--- src/rtl/p2s_slave_pkg.sv ---
// p2s_slave_pkg
//   Shared helpers for the p2s_slave slice.
//   clogb2(value): number of bits needed to encode 0 .. value-1.
package p2s_slave_pkg;

    function automatic int unsigned clogb2(input int unsigned value);
        int unsigned result;
        result = 0;
        for (int unsigned i = 0; i < 32; i++) begin
            if ((32'd1 << i) < value) begin
                result = i + 1;
            end
        end
        return result;
    endfunction

endpackage

--- src/rtl/p2s_slave_filter.sv ---
// sig_filter
//   Conditions one asynchronous pin: 2-FF synchroniser, then a glitch filter
//   that only changes its output after FILT_LEN consecutive equal samples
//   that differ from the current output, then 1-clk edge pulses.
// Ports
//   clk   in   system clock
//   rst   in   asynchronous active-high reset (all stages reset to RST_VAL)
//   din   in   raw pin
//   q     out  filtered level
//   rise  out  1-clk pulse on filtered 0->1
//   fall  out  1-clk pulse on filtered 1->0
module sig_filter
    import p2s_slave_pkg::*;
#(
    parameter int unsigned FILT_LEN = 3,
    parameter logic        RST_VAL  = 1'b0
) (
    input  logic clk,
    input  logic rst,
    input  logic din,
    output logic q,
    output logic rise,
    output logic fall
);

    localparam int unsigned CW = clogb2(FILT_LEN + 1);

    logic          s1;
    logic          s2;
    logic          prev;
    logic [CW-1:0] cnt;

    always_ff @(posedge clk or posedge rst) begin
        if (rst) begin
            s1   <= RST_VAL;
            s2   <= RST_VAL;
            q    <= RST_VAL;
            prev <= RST_VAL;
            cnt  <= '0;
        end else begin
            s1   <= din;
            s2   <= s1;
            prev <= q;
            // cnt counts consecutive samples disagreeing with q; the
            // FILT_LEN-th such sample is taken as the new level.
            if (s2 == q) begin
                cnt <= '0;
            end else if (cnt == CW'(FILT_LEN - 1)) begin
                q   <= s2;
                cnt <= '0;
            end else begin
                cnt <= cnt + 1'b1;
            end
        end
    end

    assign rise = q & ~prev;
    assign fall = ~q & prev;

endmodule

--- src/rtl/p2s_slave.sv ---
// p2s_slave
//   Far-side 74HC165-style load/shift register driven by a master's
//   sld_n/sclk, oversampled in the local clk domain. Loads pi while the
//   filtered sld_n is low, shifts one bit (LSB first) per filtered sclk fall,
//   and reports frame completion / framing errors at each sld_n fall.
// Ports
//   clk         in   system clock
//   rst         in   asynchronous active-high reset
//   pi          in   NBIT parallel data, bit 0 shifted out first
//   sclk        in   serial clock from master (async)
//   sld_n       in   active-low load strobe from master (async)
//   so          out  serial data (sr[0], registered)
//   frame_done  out  1-clk pulse: previous frame shifted exactly NBIT-1 times
//   frame_err   out  sticky framing error
//   err_clr     in   synchronous clear of frame_err (an error in the same clk wins)
module p2s_slave
    import p2s_slave_pkg::*;
#(
    parameter int unsigned NBIT     = 64,
    parameter int unsigned FILT_LEN = 3
) (
    input  logic            clk,
    input  logic            rst,
    input  logic [NBIT-1:0] pi,
    input  logic            sclk,
    input  logic            sld_n,
    output logic            so,
    output logic            frame_done,
    output logic            frame_err,
    input  logic            err_clr
);

    localparam int unsigned    WBC  = clogb2(NBIT + 1);
    localparam logic [WBC-1:0] LAST = WBC'(NBIT - 1);
    localparam logic [WBC-1:0] FULL = WBC'(NBIT);

    logic            sclk_lvl_unused;
    logic            sclk_rise_unused;
    logic            sclk_fall;
    logic            sld_lvl;
    logic            sld_rise;
    logic            sld_fall;

    logic [NBIT-1:0] sr;
    logic [WBC-1:0]  bit_cnt;
    logic            armed;
    logic            err_set;

    sig_filter #(
        .FILT_LEN (FILT_LEN),
        .RST_VAL  (1'b0)
    ) u_sclk_filt (
        .clk  (clk),
        .rst  (rst),
        .din  (sclk),
        .q    (sclk_lvl_unused),
        .rise (sclk_rise_unused),
        .fall (sclk_fall)
    );

    sig_filter #(
        .FILT_LEN (FILT_LEN),
        .RST_VAL  (1'b1)
    ) u_sld_filt (
        .clk  (clk),
        .rst  (rst),
        .din  (sld_n),
        .q    (sld_lvl),
        .rise (sld_rise),
        .fall (sld_fall)
    );

    // The master's last sclk fall lands together with sld_n fall; the load
    // branch takes priority so that fall never reaches the counter, and the
    // frame check sees the pre-load bit_cnt in the sld_fall cycle.
    always_ff @(posedge clk or posedge rst) begin
        if (rst) begin
            sr      <= '0;
            bit_cnt <= '0;
        end else if (!sld_lvl) begin
            sr      <= pi;
            bit_cnt <= '0;
        end else if (sclk_fall) begin
            sr <= {1'b0, sr[NBIT-1:1]};
            if (bit_cnt != FULL) begin
                bit_cnt <= bit_cnt + 1'b1;
            end
        end
    end

    assign err_set = sld_fall & armed & (bit_cnt != LAST);

    always_ff @(posedge clk or posedge rst) begin
        if (rst) begin
            armed      <= 1'b0;
            frame_done <= 1'b0;
            frame_err  <= 1'b0;
        end else begin
            if (sld_rise) begin
                armed <= 1'b1;
            end
            frame_done <= sld_fall & armed & (bit_cnt == LAST);
            if (err_set) begin
                frame_err <= 1'b1;
            end else if (err_clr) begin
                frame_err <= 1'b0;
            end
        end
    end

    assign so = sr[0];

endmodule

--- config.mk ---
export PLATFORM = sky130hd
export DESIGN_NAME = p2s_slave
export DESIGN_NICKNAME = d
export VERILOG_FILES = /design/src/rtl/p2s_slave_pkg.sv /design/src/rtl/p2s_slave_filter.sv /design/src/rtl/p2s_slave.sv
export SDC_FILE = /design/constraint.sdc
export NUM_CORES = 1
export LEC_CHECK = 0
export BUFFER_PORTS_ARGS = -buffer_cell sky130_fd_sc_hd__buf_2
export CORE_MARGIN = 2
export CORE_UTILIZATION = 55
export CTS_CLUSTER_DIAMETER = 80
export CTS_CLUSTER_SIZE = 14
export DETAILED_ROUTE_END_ITERATION = 6
export PLACE_DENSITY = 0.82
export SETUP_SLACK_MARGIN = 0.1
export SLEW_MARGIN = 15
export SYNTH_ARGS = -nofsm -noshare
export SYNTH_HDL_FRONTEND = slang
export SYNTH_SLANG_ARGS = --single-unit
--- constraint.sdc ---
create_clock -name clk -period 8 [get_ports clk]
set_input_delay 1.2 -clock clk [delete_from_list [all_inputs] [get_ports clk]]
set_output_delay 1.2 -clock clk [all_outputs]
set_load 0.05 [all_outputs]
# Yosys cells after proc, flatten, opt, wreduce, memory -nomap -nowiden
# Index checks and enable logic that the tools add are counted.
# totals
register_bits	86
in_bits	69
output_inout_bits	3
# op_classes
addsub	3
n_eq_ne	9
n_mux	11
n_bitwise	11
n_reduce_logical	4
# ops
op	count
2-to-1 mux 64 bit	2
2-to-1 mux 7 bit	3
2-to-1 mux 2 bit	4
adder 7 x 1 -> 7 bit, second input constant	1
equality test 7 x 6 -> 1 bit, second input constant	1
inequality test 7 x 6 -> 1 bit, second input constant	1
inequality test 7 bit, second input constant	1
bitwise AND 1 bit	6
AND reduction 2 bit	3
NOT 1 bit	5
adder 2 x 1 -> 2 bit, second input constant	2
equality test 2 bit, second input constant	2
inequality test 2 bit, second input constant	2
equality test 1 bit	2
2-to-1 mux 1 bit	2
nonzero test 2 bit	1

# Depth between registers and ports, before layout
# Gate-level depths: netlist (run 1).
# depth
word_depth	5
mapped_depth	5
ltp_nobuf	4

# By module
# A second synthesis (run 1) with hierarchy kept.
# unflattened
hier_cells	355
hier_area_um2	3871.2
# modules_own_cells
mod	instances	cells_each	area_each_um2	seq_area_each_um2
p2s_slave	1	327	3420.8	1851.8
sig_filter at u_sld_filt	1	14	227.7	155.1
sig_filter at u_sclk_filt	1	14	222.7	150.1

# Worst setup path after synthesis (run 1)
# No wires, ideal clock.
# synth_path
path_type	register to output
startpoint	reg frame_err
endpoint	out frame_err
arrival_ns	0.600
required_ns	6.800
path_slack_ns	6.200
path_stages_with_launch	1
n_path_buf	0
path_cell_list	dfrtp_1
# synth_lines
item	line	source
from (decl)	p2s_slave.sv:29	output logic frame_err,
from (signal assigned)	p2s_slave.sv:97	frame_err <= 1'b0;
from (signal assigned)	p2s_slave.sv:104	frame_err <= 1'b1;
from (signal assigned)	p2s_slave.sv:106	frame_err <= 1'b0;
# No word-level cell between the ends.

# Final worst setup path (run 1)
# layout_path
startpoint	reg u_sld_filt.q
endpoint	reg u_sld_filt.q
# layout_via
elab_chain_cells	3
# layout_lines
item	line	source
from (decl)	p2s_slave_filter.sv:21	output logic q,
from (signal assigned)	p2s_slave_filter.sv:37	q <= RST_VAL;
from (signal assigned)	p2s_slave_filter.sv:49	q <= s2;
equality test 1 bit	p2s_slave_filter.sv:46	if (s2 == q) begin
NOT 1 bit (no line)	--	
AND reduction 2 bit (no line)	--	
# No other way between the ends.
# A chain may end at the register's enable or synchronous reset.

==> out/results.txt, run 1 <==
Outcome: completed
Drt wl/cell: 13.4 um
Clock transition at path regs: 80 ps
Count of cell types in the netlist: 31
Clk pwr share: 20.1%
Fraction of registers with async set or reset after synthesis: 100%
Finished Cell Area: 0.00437 sq mm
HP Class: flop to flop
Grt met3 use: 4.83%
Largest area contributor in the netlist: dfrtp_1
Drt drc: 0
Sw Pwr: 571 uW
Clock latency on the worst-skew pair: 340 ps
CP max FO: 135
Crit path required time: 8290 ps
Final hold vios: 0
Post-route minimum period: 2210 ps
Critical path endpoint category: flop
Type of origin of the critical path: flop
Synthesis-to-finish area growth: 14.9%
Vias in the first global route: 2,668
Initial antenna violation count: 0
Worst clock skew: 7.09 ps
Via Count: 2,680
# diodes: 0
Met1 Track Usage GR: 23.8%
Power share of the combinational group: 31.2%
Post-synth top cells: dfrtp_1 (82), a21oi_1 (69), mux2i_1 (65), nor2_1 (63), clkbuf_1 (13)
Ys flop type: dfrtp_1
Total Die Area: 0.00760 sq mm
Pint: 1.07 mW
Starting Density: 56.3%
Largest net degree at the start of global routing: 136
Leakage: 2.24 nW
Drt pass-1 iters: 4
Yosys warnings: 0
Peak Freq: 453 MHz
Worst Setup Path Type: flop to flop
Ports: 72
Post-synthesis cell area: 0.00381 sq mm
Worst path max stage delay: 1320 ps
Arrival time at the worst endpoint: 2500 ps
GRT overflow: 0
Vias/cell: 5.38
CTS tree: done
Post-synth EDFFs: 0
FF+latch count, synth: 86
Slew Viols, Final: 0
Die H: 87.2 um
PortBufs: 71
Most common cell in the synthesized netlist: dfrtp_1
Synth Instances: 354
First-pass GRT wire length: 11.4 mm
Drt total wl: 6.65 mm
Post-DP Area: 0.00415 sq mm
Nets: 485
Worst path cell trace: inv_1 > a21oi_1 > a31o_2
Net Sw Frac: 34.8%
Routed Antenna Nets: 0
Post-Syn Area per Cell: 10.8 sq um
CTS root buffer: clkbuf_8
Fin crit share: 27.6%
Maximum vdd drop: 223 uV
Synth Net Count: 425
RSZ-0062 raised after global routing: no
Share of cells above drive strength 1: 22.7%
Post-cts sizing count: 0
CP max stage cell: dfstp_4
Drt initial violations: 181
RePlAce Congestion: 0.795
Pin slew with the least headroom to its limit: 1140 ps
Clock sink count: 86
Reg power frac: 48.6%
Chip width: 87.2 um
Relative slew slack: 24.2%
Grt peak-use layer: met2
Cell Pwr Density: 376 mW/mm^2
Final setup fails: 0
Setup bufs post-CTS: 0
H-tree Lvls: 3
Clock Tree Buf Depth: 2
Number of max-cap violations: 0
Hold buffers post-CTS: 0
Post-synth top area share: 53.9%
Core area: 0.00676 sq mm
Register area share after synthesis: 56.7%
Synth area leaders: dfrtp_1 (54%), mux2i_1 (17%), a21oi_1 (9.1%)
Row Count: 30
Num CTS Buffers: 9
Global-route usage over all layers: 18.9%
Post-DP HPWL: 4.28 mm
GRT met2 Usage: 32.3%
Setup TNS: 0 ps
## logic make-up after synthesis
kind of cell / share of synthesized area [%]
AND/OR/NAND/NOR: 10.1
XOR/XNOR: 0.460
multiplexers: 17.4
AO/OA/AOI/OAI: 10.8
flip-flops: 56.7
adder cells (fa/ha/maj): 0.657
buffers and inverters: 3.94
## routing by layer
metal  vias up  routed length [um]
li1       1342                   -
met1      1263                2970
met5         -                   0
met3         9                 354
met4         0                  82
met2        66                3240
## worst max-delay path: cells and delay by family (launching register included)
family / cells / cell delay (ps)
flops: 1 / 1320
buf+inv: 1 / 380
compound gates: 2 / 370
## flip-flops by register name (all words and copies together) (netlist names)
signal            cells
u_sclk_filt.cnt       2
sr                   64
u_sclk_filt.q         1
u_sclk_filt.prev      1
u_sld_filt.prev       1
u_sclk_filt.s1        1
bit_cnt               7
u_sld_filt.q          1
u_sld_filt.s1         1
u_sld_filt.s2         1
frame_err             1
frame_done            1
u_sclk_filt.s2        1
armed                 1
u_sld_filt.cnt        2
## through the flow
stage	power (mW)	hold WS, ps	cells	setup slack, ps	util, %
floorplan	1.22	331	354	4580	-
global placement	1.29	335	483	5760	61.4
detailed placement	1.32	347	483	5730	61.4
CTS	1.66	360	498	5830	64.7
global route	1.77	362	498	5650	64.7
finish	1.64	357	498	5790	64.7
## placed cells by master (no fill, tap or decap), drive strengths merged, types with 3 or more instances in the layout
| cell | count |
|---|---|
| nor3 | 4 |
| or3 | 3 |
| nand3 | 4 |
| a21oi | 69 |
| dfrtp | 82 |
| clkinv | 3 |
| inv | 6 |
| buf | 72 |
| clkbuf | 11 |
| mux2i | 65 |
| o21ai | 4 |
| nand2 | 7 |
| nor2 | 63 |
| dfstp | 4 |
## power by group through the flow
stage                     registers [mW]  clock network [mW]  logic (mW)
final                              0.799               0.331       0.513
after global routing               0.831               0.361       0.575
after CTS                          0.798               0.339       0.519
after detailed placement           0.806                   0       0.517
after global placement             0.794                   0       0.500
after floorplan                    0.714                   0       0.507
## final cells by class
class / count / area, sq um
Clock buffer: 11 / 151
Clock inverter: 4 / 70.1
Fill cell: 538 / 2380
Inverter: 7 / 27.5
Multi-Input combinational cell: 238 / 1500
Sequential cell: 86 / 2160
Tap cell: 80 / 100
Timing Repair Buffer: 72 / 363
## path summary, 6_finish.rpt
path | start | to | slack (ps) | cells after the start
max in group asynchronous | rst | sr[44] | 6170 | 3
min reg2reg | u_sclk_filt.s1 | u_sclk_filt.s2 | 360 | 0
min in group asynchronous | rst | sr[23] | 1170 | 3
max reg2reg | u_sld_filt.q | u_sld_filt.q | 5790 | 3
max | u_sld_filt.q | u_sld_filt.q | 5790 | 3
min | u_sclk_filt.s1 | u_sclk_filt.s2 | 360 | 0
No activity file was read; power rests on OpenSTA's default activity.
==> run 2, diff against run 1 <==
==> constraint.sdc (replaced) <==
create_clock -name clk -period 2.3 [get_ports clk]
set_input_delay 0.345 -clock clk [delete_from_list [all_inputs] [get_ports clk]]
set_output_delay 0.345 -clock clk [all_outputs]
set_load 0.05 [all_outputs]
==> run 2 against run 1 <==
Against the previous run:
- sequential share of layout area is 1.1 points lower
- wire length is 0.78% higher
- global-route usage is 0.75 points higher
- clock skew is 6.1 ps higher
- critical endpoint is now sr[21]
- worst hold slack worse by 280 ps
- first-iteration DRC count is 2.2% higher
- register-to-register slack worse by 5200 ps
- total power grew to 3.6 times the previous value
- combinational power grew to 3.9 times the previous value
- fmax is 31% higher
- critical path type unchanged
- cell count is 1.4% higher
==> out/results.txt, run 2 (same netlist as run 1, synthesis figures left out) <==
H-tree Lvls: 3
Relative slew slack: 69.7%
Worst clock skew: 13.2 ps
Largest reg by FF count: sr
Drt pass-1 iters: 4
Worst Setup Path Type: flop to flop
Row Count: 30
Maximum vdd drop: 687 uV
Largest net degree at the start of global routing: 87
Hold_ws: 77.3 ps
Post-DP Area: 0.00422 sq mm
Starting Density: 56.3%
Cell Pwr Density: 1320 mW/mm^2
Vias in the first global route: 2,607
HP Class: primary input to asynchronous set/reset pin
Vias/cell: 5.37
Pint: 3.85 mW
Critical path endpoint category: flop
Clock latency on the worst-skew pair: 360 ps
Most frequent cells in the layout: dfrtp_1 (82), buf_2 (71), a21oi_1 (69)
Outcome: completed
Setup TNS: 0 ps
Net Sw Frac: 34.6%
Arrival time at the worst endpoint: 1910 ps
Power share of the combinational group: 33.8%
CP max FO: 29
Nets: 491
Worst R2R Start: u_sclk_filt.q
Crit path required time: 2530 ps
CTS tree: done
Pre-CTS WS: 584 ps
Num CTS Buffers: 9
Finished Cell Area: 0.00447 sq mm
Final Util: 66.2%
Share of cells above drive strength 1: 23.8%
Final setup fails: 0
Largest regs: sr (64), bit_cnt (7)
Drt total wl: 6.70 mm
Clock Tree Buf Depth: 2
Drt initial violations: 185
Slew Viols, Final: 0
Pin slew with the least headroom to its limit: 454 ps
Core area: 0.00676 sq mm
Final hold vios: 0
Synthesis-to-finish area growth: 17.5%
# diodes: 0
Clk pwr share: 21.8%
Number of max-cap violations: 0
Setup bufs post-CTS: 0
Total Die Area: 0.00760 sq mm
Die H: 87.2 um
Reg2reg end: sr[21]
Tot Pwr: 5.88 mW
Via Count: 2,710
Fin crit share: 73.3%
RePlAce Congestion: 0.810
Peak Freq: 593 MHz
CTS root buffer: clkbuf_8
Post-cts sizing count: 0
Post-route setup slack: 615 ps
Initial antenna violation count: 0
Reg power frac: 44.4%
Clock transition at path regs: 90 ps
Largest register FFs: 64
Post-DP HPWL: 4.54 mm
Global-route usage over all layers: 19.6%
Commonest non-fill, non-tap cell in the layout: dfrtp_1
Post-Layout Cell Count: 505
Leakage: 2.28 nW
PortBufs: 71
Type of origin of the critical path: flop
Drt drc: 0
Reg-to-reg setup timing slack: 610 ps
Routed Antenna Nets: 0
RSZ-0062 raised after global routing: no
Hold buffers post-CTS: 0
Clock sink count: 86
R2R depth: 4
Chip width: 87.2 um
Post-route minimum period: 1690 ps
First-pass GRT wire length: 11.6 mm
Drt wl/cell: 13.3 um
Sw Pwr: 2.03 mW
Ports: 72
Placed Cells: 489
GRT overflow: 0
-- run 2: cell type report --
| class | count | area [sq um] |
|---|---|---|
| clock buffers | 11 | 141 |
| clock inverters | 5 | 106 |
| fillers | 543 | 2290 |
| inverters | 7 | 30.0 |
| multi-input cells | 238 | 1500 |
| flip-flops and latches | 86 | 2160 |
| well taps | 80 | 100 |
| repair buffers | 78 | 433 |
-- run 2: worst max-delay path, stage by stage, from the launching register on --
cell,delay [ps]
dfrtp_1,410
nand2b_4,430
buf_4,380
mux2i_1,230
a21oi_1,90
-- run 2: worst max-delay path by stage --
stage                        startpoint  endpoint  slack [ps]  cells past startpoint
after floorplan            u_sld_filt.q     sr[0]         860                      4
after global placement    u_sclk_filt.q    sr[52]         670                      4
after detailed placement  u_sclk_filt.q    sr[49]         580                      4
after CTS                 u_sclk_filt.q    sr[49]         580                      4
after global routing      u_sclk_filt.q    sr[49]         460                      4
final                     u_sclk_filt.q    sr[21]         610                      4
-- run 2: routing by layer --
layer	global-route usage, %	vias to the layer above	share of wire (%)
met3	3.60	18	3.7
met1	27.0	1260	45
li1	-	1363	-
met4	10.2	0	2.6
met5	0	-	0
met2	29.9	69	49
-- run 2: power groups by stage --
stage | sequential [mW] | combinational [mW] | clock (mW)
floorplan | 2.48 | 1.76 | 0
global placement | 2.61 | 1.93 | 0
detailed placement | 2.64 | 2.01 | 0
CTS | 2.62 | 2.02 | 1.30
global route | 2.71 | 2.24 | 1.38
finish | 2.61 | 1.99 | 1.28
